`src/rtl/pdm_sample_sequencer_if.sv`:
```
// -----------------------------------------------------------------------------
// pdm_sample_sequencer_if
// Sample stream feeding the PDM sample sequencer.
//   s_valid  producer has a sample on s_data
//   s_ready  sequencer FIFO can take a sample this cycle
//   s_data   N-bit unsigned sample (offset binary, midscale 2^(N-1))
// Handshake: a sample transfers on every rising clk edge where s_valid and
// s_ready are both 1. s_ready does not depend on s_valid; the producer may
// raise s_valid at any time and must hold s_data stable until the transfer.
// -----------------------------------------------------------------------------
interface pdm_sample_sequencer_if #(
  parameter int N = 16
);
  logic         s_valid;
  logic         s_ready;
  logic [N-1:0] s_data;

  modport master (
    output s_valid,
    output s_data,
    input  s_ready
  );

  modport slave (
    input  s_valid,
    input  s_data,
    output s_ready
  );
endinterface

```
`src/rtl/pdm_sample_sequencer.sv`:
```
// -----------------------------------------------------------------------------
// pdm_sample_sequencer
// Feeds the N-bit level input of a first-order PDM modulator at a fixed sample
// rate. Samples arrive on a valid/ready stream into a DEPTH-entry FIFO and one
// is released every DIV clocks. When the FIFO runs dry or the block is
// disabled, the level is ramped to midscale so the PDM output stays click-free.
//
// Ports
//   clk           clock
//   rst_n         synchronous active-low reset
//   enable        run request
//   s_if          sample stream (slave modport: s_valid, s_ready, s_data)
//   pdm_level     registered level to the modulator
//   level_update  1-cycle pulse after every tick where pdm_level was written
//   underrun      sticky flag: FIFO was empty at a RUN tick
//   fifo_count    entries held in the FIFO
//   state         0 IDLE, 1 RUN, 2 UNDERRUN, 3 FADE
// -----------------------------------------------------------------------------
module pdm_sample_sequencer #(
  parameter int             N         = 16,
  parameter int             DIV       = 256,
  parameter int             DEPTH     = 4,
  parameter logic [N-1:0]   RAMP_STEP = 16'h0100
) (
  input  logic                      clk,
  input  logic                      rst_n,
  input  logic                      enable,
  pdm_sample_sequencer_if.slave     s_if,
  output logic [N-1:0]              pdm_level,
  output logic                      level_update,
  output logic                      underrun,
  output logic [$clog2(DEPTH):0]    fifo_count,
  output logic [1:0]                state
);

  localparam int AW    = $clog2(DEPTH);
  localparam int CW    = AW + 1;
  localparam int CNT_W = $clog2(DIV);

  localparam logic [1:0] ST_IDLE     = 2'd0;
  localparam logic [1:0] ST_RUN      = 2'd1;
  localparam logic [1:0] ST_UNDERRUN = 2'd2;
  localparam logic [1:0] ST_FADE     = 2'd3;

  localparam logic [N-1:0]     MID      = {1'b1, {(N-1){1'b0}}};
  localparam logic [CW-1:0]    HALF     = CW'(DEPTH / 2);
  localparam logic [CW-1:0]    FULL     = CW'(DEPTH);
  localparam logic [CNT_W-1:0] CNT_LAST = CNT_W'(DIV - 1);

  // ---------------------------------------------------------------------------
  // Ramp one step toward midscale. Done in N+1 bits so the distance to MID is
  // never misread through a wrap; a step that would cross MID lands on MID.
  // ---------------------------------------------------------------------------
  function automatic logic [N-1:0] ramp_to_mid(input logic [N-1:0] lv);
    logic [N:0] l_w;
    logic [N:0] m_w;
    logic [N:0] s_w;
    logic [N:0] d_w;
    logic [N-1:0] r;
    l_w = {1'b0, lv};
    m_w = {1'b0, MID};
    s_w = {1'b0, RAMP_STEP};
    if (l_w >= m_w) begin
      d_w = l_w - m_w;
      r   = (d_w <= s_w) ? MID : (lv - RAMP_STEP);
    end else begin
      d_w = m_w - l_w;
      r   = (d_w <= s_w) ? MID : (lv + RAMP_STEP);
    end
    return r;
  endfunction

  // ---------------------------------------------------------------------------
  // Storage and handshake
  // ---------------------------------------------------------------------------
  logic [N-1:0]     mem [DEPTH];
  logic [AW-1:0]    wr_ptr;
  logic [AW-1:0]    rd_ptr;
  logic [CNT_W-1:0] cnt;

  logic             tick;
  logic             push;
  logic             pop;
  logic             flush;
  logic [1:0]       state_nxt;
  logic [N-1:0]     level_nxt;
  logic             underrun_nxt;
  logic [N-1:0]     ramp_level;
  logic [N-1:0]     head;

  assign s_if.s_ready = (fifo_count < FULL) && (state != ST_FADE);
  assign push         = s_if.s_valid && s_if.s_ready;
  assign tick         = (state != ST_IDLE) && (cnt == CNT_LAST);
  assign head         = mem[rd_ptr];
  assign ramp_level   = ramp_to_mid(pdm_level);

  // ---------------------------------------------------------------------------
  // Sequencing. Dropping enable wins over a tick in the same cycle: the block
  // goes to FADE and nothing is popped. Pops only read entries present before
  // this cycle, so a same-cycle push never feeds the level directly.
  // ---------------------------------------------------------------------------
  always_comb begin
    state_nxt    = state;
    level_nxt    = pdm_level;
    underrun_nxt = underrun;
    pop          = 1'b0;
    flush        = 1'b0;
    case (state)
      ST_IDLE: begin
        level_nxt = MID;
        if (enable && (fifo_count >= HALF)) begin
          state_nxt    = ST_RUN;
          underrun_nxt = 1'b0;
        end
      end
      ST_RUN: begin
        if (!enable) begin
          state_nxt = ST_FADE;
          flush     = 1'b1;
        end else if (tick) begin
          if (fifo_count != '0) begin
            pop       = 1'b1;
            level_nxt = head;
          end else begin
            // Level is held on the tick that discovers the underrun.
            state_nxt    = ST_UNDERRUN;
            underrun_nxt = 1'b1;
          end
        end
      end
      ST_UNDERRUN: begin
        if (!enable) begin
          state_nxt = ST_FADE;
          flush     = 1'b1;
        end else if (tick) begin
          if (fifo_count >= HALF) begin
            pop       = 1'b1;
            level_nxt = head;
            state_nxt = ST_RUN;
          end else begin
            level_nxt = ramp_level;
          end
        end
      end
      default: begin // ST_FADE
        if (tick) begin
          level_nxt = ramp_level;
          // Leave on the tick that lands the level on midscale.
          if (ramp_level == MID) begin
            state_nxt = ST_IDLE;
          end
        end
      end
    endcase
  end

  // ---------------------------------------------------------------------------
  // Control registers
  // ---------------------------------------------------------------------------
  always_ff @(posedge clk) begin
    if (!rst_n) begin
      state        <= ST_IDLE;
      pdm_level    <= MID;
      level_update <= 1'b0;
      underrun     <= 1'b0;
      cnt          <= '0;
    end else begin
      state        <= state_nxt;
      pdm_level    <= level_nxt;
      level_update <= tick;
      underrun     <= underrun_nxt;
      // Counter rests at 0 in IDLE and restarts from 0 on entry to RUN.
      if ((state == ST_IDLE) || (state_nxt == ST_IDLE)) begin
        cnt <= '0;
      end else if (cnt == CNT_LAST) begin
        cnt <= '0;
      end else begin
        cnt <= cnt + 1'b1;
      end
    end
  end

  // ---------------------------------------------------------------------------
  // FIFO pointers and occupancy. A flush (entry to FADE) discards everything,
  // including a push landing in the same cycle.
  // ---------------------------------------------------------------------------
  always_ff @(posedge clk) begin
    if (!rst_n) begin
      wr_ptr     <= '0;
      rd_ptr     <= '0;
      fifo_count <= '0;
    end else if (flush) begin
      wr_ptr     <= '0;
      rd_ptr     <= '0;
      fifo_count <= '0;
    end else begin
      if (push) begin
        wr_ptr <= wr_ptr + 1'b1;
      end
      if (pop) begin
        rd_ptr <= rd_ptr + 1'b1;
      end
      case ({push, pop})
        2'b10:   fifo_count <= fifo_count + 1'b1;
        2'b01:   fifo_count <= fifo_count - 1'b1;
        default: fifo_count <= fifo_count;
      endcase
    end
  end

  // Sample storage carries no reset; occupancy alone says what is valid.
  always_ff @(posedge clk) begin
    if (rst_n && !flush && push) begin
      mem[wr_ptr] <= s_if.s_data;
    end
  end

endmodule

```
`src/flat_wrapper.sv`:
```
// flat-port wrapper written by rule: the top's interface ports become plain ports
module pdm_sample_sequencer_flat 
#(
  parameter int             N         = 16,
  parameter int             DIV       = 256,
  parameter int             DEPTH     = 4,
  parameter logic [N-1:0]   RAMP_STEP = 16'h0100
)
  (clk, rst_n, enable, pdm_level, level_update, underrun, fifo_count, state, s_if_s_valid, s_if_s_data, s_if_s_ready);
  pdm_sample_sequencer_if #(.N(N)) s_if_i ();
  input  logic clk;
  input  logic rst_n;
  input  logic enable;
  output logic [N-1:0] pdm_level;
  output logic level_update;
  output logic underrun;
  output logic [$clog2(DEPTH):0] fifo_count;
  output logic [1:0] state;
  input wire logic [$bits(s_if_i.s_valid)-1:0] s_if_s_valid;
  input wire logic [$bits(s_if_i.s_data)-1:0] s_if_s_data;
  output wire logic [$bits(s_if_i.s_ready)-1:0] s_if_s_ready;
  assign s_if_i.s_valid = s_if_s_valid;
  assign s_if_i.s_data = s_if_s_data;
  assign s_if_s_ready = s_if_i.s_ready;
  pdm_sample_sequencer #(.N(N), .DIV(DIV), .DEPTH(DEPTH), .RAMP_STEP(RAMP_STEP)) u_core (.clk(clk), .rst_n(rst_n), .enable(enable), .s_if(s_if_i), .pdm_level(pdm_level), .level_update(level_update), .underrun(underrun), .fifo_count(fifo_count), .state(state));
endmodule
```
`config.mk`:
```
export PLATFORM = sky130hd
export DESIGN_NAME = pdm_sample_sequencer_flat
export DESIGN_NICKNAME = d
export VERILOG_FILES = /design/src/rtl/pdm_sample_sequencer_if.sv /design/src/rtl/pdm_sample_sequencer.sv /design/src/flat_wrapper.sv
export SDC_FILE = /design/constraint.sdc
export NUM_CORES = 1
export LEC_CHECK = 0
export CORE_ASPECT_RATIO = 1.2
export CORE_MARGIN = 2
export CORE_UTILIZATION = 50
export DETAILED_ROUTE_END_ITERATION = 7
export GPL_ROUTABILITY_DRIVEN = 0
export PLACE_DENSITY = 0.77
export SLEW_MARGIN = 20
export SYNTH_ARGS = -nofsm -noshare
export SYNTH_HDL_FRONTEND = slang
export SYNTH_SLANG_ARGS = --single-unit
```
`constraint.sdc`:
```
create_clock -name clk -period 3.81 [get_ports clk]
set_input_delay 0.9525 -clock clk [delete_from_list [all_inputs] [get_ports clk]]
set_output_delay 0.9525 -clock clk [all_outputs]
set_load 0.02 [all_outputs]
```
==> metrics.csv <==
stage,metric,value,unit
finish,area delta synth->final,18.3,%
floorplanning,Die H,111,um
clocking,Worst-path clk slew,0.07,ns
timing,Final Critical Period,3.19,ns
yosys,Synth top area share,39.9,%
placement,placed insts,556,
routing,DR DRC count,0,
clocking,total CTS buffers,9,
floorplanning,row cnt,39,
min_path,Hold WC Path Type,reg2reg,
routing,Vias/cell,5.82,
global_routing,initial antenna violation count,0,
global_routing,Tot GR Track Use,20.0,%
routing,uppermost layer routed,met4,
routing,Wirelength per Cell,17.2,um
yosys,xor/xnor share of the synthesized area,2.73,%
routing,vias,3327,
global_routing,largest net degree at the start of global routing,25,
critical_path,reg2reg setup slack,0.62,ns
min_path,Hold Crit Endpoint,u_core.underrun,
routing,Met2 Wirelength,5.11,mm
clocking,htree depth,3,
clocking,clk buf depth,2,
critical_path,crit end category,register,
yosys,synth top area cells,"edfxtp_1, dfxtp_1, mux4_2",
clocking,CTS Hold Bufs,0,
yosys,multiplexer share of the synthesized area,7.90,%
placement,IO Port Bufs,43,
power_and_ir_drop,Max rail drop VDD,0.321,mV
job,max cap viols,0,
yosys,sequential area share after synthesis,55.3,%
timing,Final Cycle Share,83.6,%
yosys,syn avg cell area,12.1,um^2
timing,RSZ-0062 raised after global routing,no,
power_and_ir_drop,Leak,1.91,nW
yosys,YS warnings,0,
critical_path,critical path type,reg2reg,
timing,Slew @ Worst Pin,0.811,ns
placement,post-DP HPWL,6.85,mm
yosys,"Net Count, Synth",434,
yosys,Post-Syn Area,0.00481,mm^2
routing,met3 wire len,371,um
timing,"Hold Vio Cnt, Final",0,
timing,Final Max Tran Viols,0,
power_and_ir_drop,power per cell area,600,mW/mm^2
min_path,hold path startpoint,u_core.underrun,
timing,Final Setup Violations,0,
timing,Fin Setup TNS,0,ns
finish,Fillers,746,
floorplanning,Boundary Pins,44,
yosys,fraction of registers with async set/reset,0,%
yosys,top_reg_cell synth,edfxtp_1,
critical_path,CP max FO,10,
critical_path,worst r2r dst,u_core.fifo_count[2],
routing,WL final,9.82,mm
critical_path,R2R Path Start,u_core.state[1],
critical_path,Crit path required time,4.08,ns
global_routing,vias in the first global route,3286,
global_routing,first-pass GRT wire length,16.1,mm
routing,M1 WL,4.07,mm
critical_path,Worst setup SP type,register,
yosys,Synth Area in Compound Gates,14.8,%
finish,Final #Nets,479,
yosys,main combinational cell family by area after synthesis,compound AO/OA/AOI/OAI gates,
floorplanning,Die ar.,0.0104,mm^2
critical_path,Critical Path AT,3.46,ns
yosys,Post-synth EDFFs,64,
floorplanning,Die W,93.6,um
routing,total iterations of the first detailed-routing run,4,
finish,"commonest non-fill, non-tap cell in the layout",edfxtp_1,
timing,post-route clock skew,0.0112,ns
yosys,synthesized flop and latch total,101,
floorplanning,core area,0.00947,mm^2
finish,layout cells sized above 1,12.0,%
clocking,TritonCTS clock tree,built,
yosys,Mapped Cells,399,
clocking,CTS Sinks,101,
yosys,Netlist cell types,56,
clocking,clock latency on the worst-skew pair,0.35,ns
finish,fin cells,572,
yosys,Synth Area in Adders,4.05,%
clocking,CTS root buf,clkbuf_16,
timing,"Worst Setup Slack, final",0.623,ns
finish,diode count,0,
placement,DP Worst Slack,0.382,ns
yosys,post-synth top area cell,edfxtp_1,
yosys,Synth Area in Simple Gates,12.3,%
clocking,Post-CTS Setup Bufs,0,
critical_path,R2R cell count,12,
floorplanning,initial cell density of the core,50.9,%
routing,antenna-violating nets left,0,
timing,worst rel slew slack,45.6,%
min_path,hold path depth,2,
routing,Detailed Route Iter0 Violations,262,
finish,most frequent cells in the layout,"edfxtp_1, clkdlybuf4s50_1, dfxtp_1",
outcome,outcome,"finished, final reports clean",
clocking,post-cts sizing count,0,
timing,maximum clock frequency,314,MHz
global_routing,aggregate global routing overflow,0,
-- state kept, by name (all words and copies together) (netlist names), named ones only --
| register | flops |
|---|---|
| u_core.state | 2 |
| u_core.mem | 64 |
| u_core.fifo_count | 3 |
| u_core.level_update | 1 |
| u_core.rd_ptr | 2 |
| u_core.cnt | 8 |
| u_core.wr_ptr | 2 |
| u_core.pdm_level | 16 |
| u_core.underrun | 1 |
-- kinds of logic after synthesis --
kind of cell,Yosys count
compound gates,107
xor+xnor,15
fa+ha+maj,15
buf+inv,34
flops,101
mux,18
simple gates,109
-- power by group --
group,internal [mW],switching [mW],total [mW]
clock network,0.518,0.414,0.933
registers,1.24,0.129,1.37
logic,0.432,0.678,1.11
-- cells in the mapped netlist, types with 4 or more instances --
cell,count
clkbuf_1,13
a21boi_1,10
and2_1,7
and3_1,4
ha_1,14
edfxtp_1,64
a31oi_1,5
nor3_1,11
xnor2_1,6
o21ai_0,14
a22oi_1,4
buf_2,5
nor2_1,33
nand3_1,12
nand2_1,22
dfxtp_1,37
inv_1,15
mux4_2,16
xor2_1,9
a21oi_1,35
o21ai_1,12
-- worst max-delay path: stages, from the launching register on --
cell	delay, ns
dfxtp_1	0.48
inv_1	0.13
ha_1	0.29
nor4_4	0.28
buf_4	0.20
nand2_1	0.06
nor3_1	0.39
ha_1	0.26
inv_1	0.06
fa_1	0.37
xor2_1	0.16
or3_1	0.30
a21oi_1	0.13
-- cell type report --
type	instances	area, um^2	share of cell area, %
sequential	101	2660	46.8
multi-input combinational	264	2010	35.3
timing repair buffer	53	505	8.88
clock buffer	9	225	3.96
tap	123	154	2.70
clock inverter	7	80.1	1.41
inverter	15	56.3	0.989
-- stage by stage --
stage               utilization (%)  instance area [um^2]  power [mW]  hold slack (ns)
global placement               56.9                  5390        2.46            0.467
CTS                            60.2                  5690        3.41            0.483
detailed placement             56.9                  5390        2.48            0.470
floorplan                         -                  4810        2.15            0.452
global route                   60.2                  5690        3.59            0.517
finish                         60.2                  5690        3.42            0.478
-- worst max path at each step --
stage | start | end | slack [ns] | cells past startpoint
3_3_place_gp | enable | u_core.fifo_count[2] | 0.46 | 9
2_1_floorplan | u_core.state[0] | u_core.fifo_count[2] | 0.77 | 11
3_5_place_dp | enable | u_core.fifo_count[2] | 0.38 | 9
4_1_cts | u_core.state[1] | u_core.fifo_count[2] | 0.64 | 12
5_1_grt | u_core.state[0] | u_core.fifo_count[2] | 0.40 | 12
6_report | u_core.state[1] | u_core.fifo_count[2] | 0.62 | 12
-- per-layer routing --
layer	up-vias	track usage, %
li1	1601	-
met1	1615	24.9
met2	93	33.1
met3	18	3.99
met4	0	10.0
met5	-	0
Power figures use the tool's default switching activity.
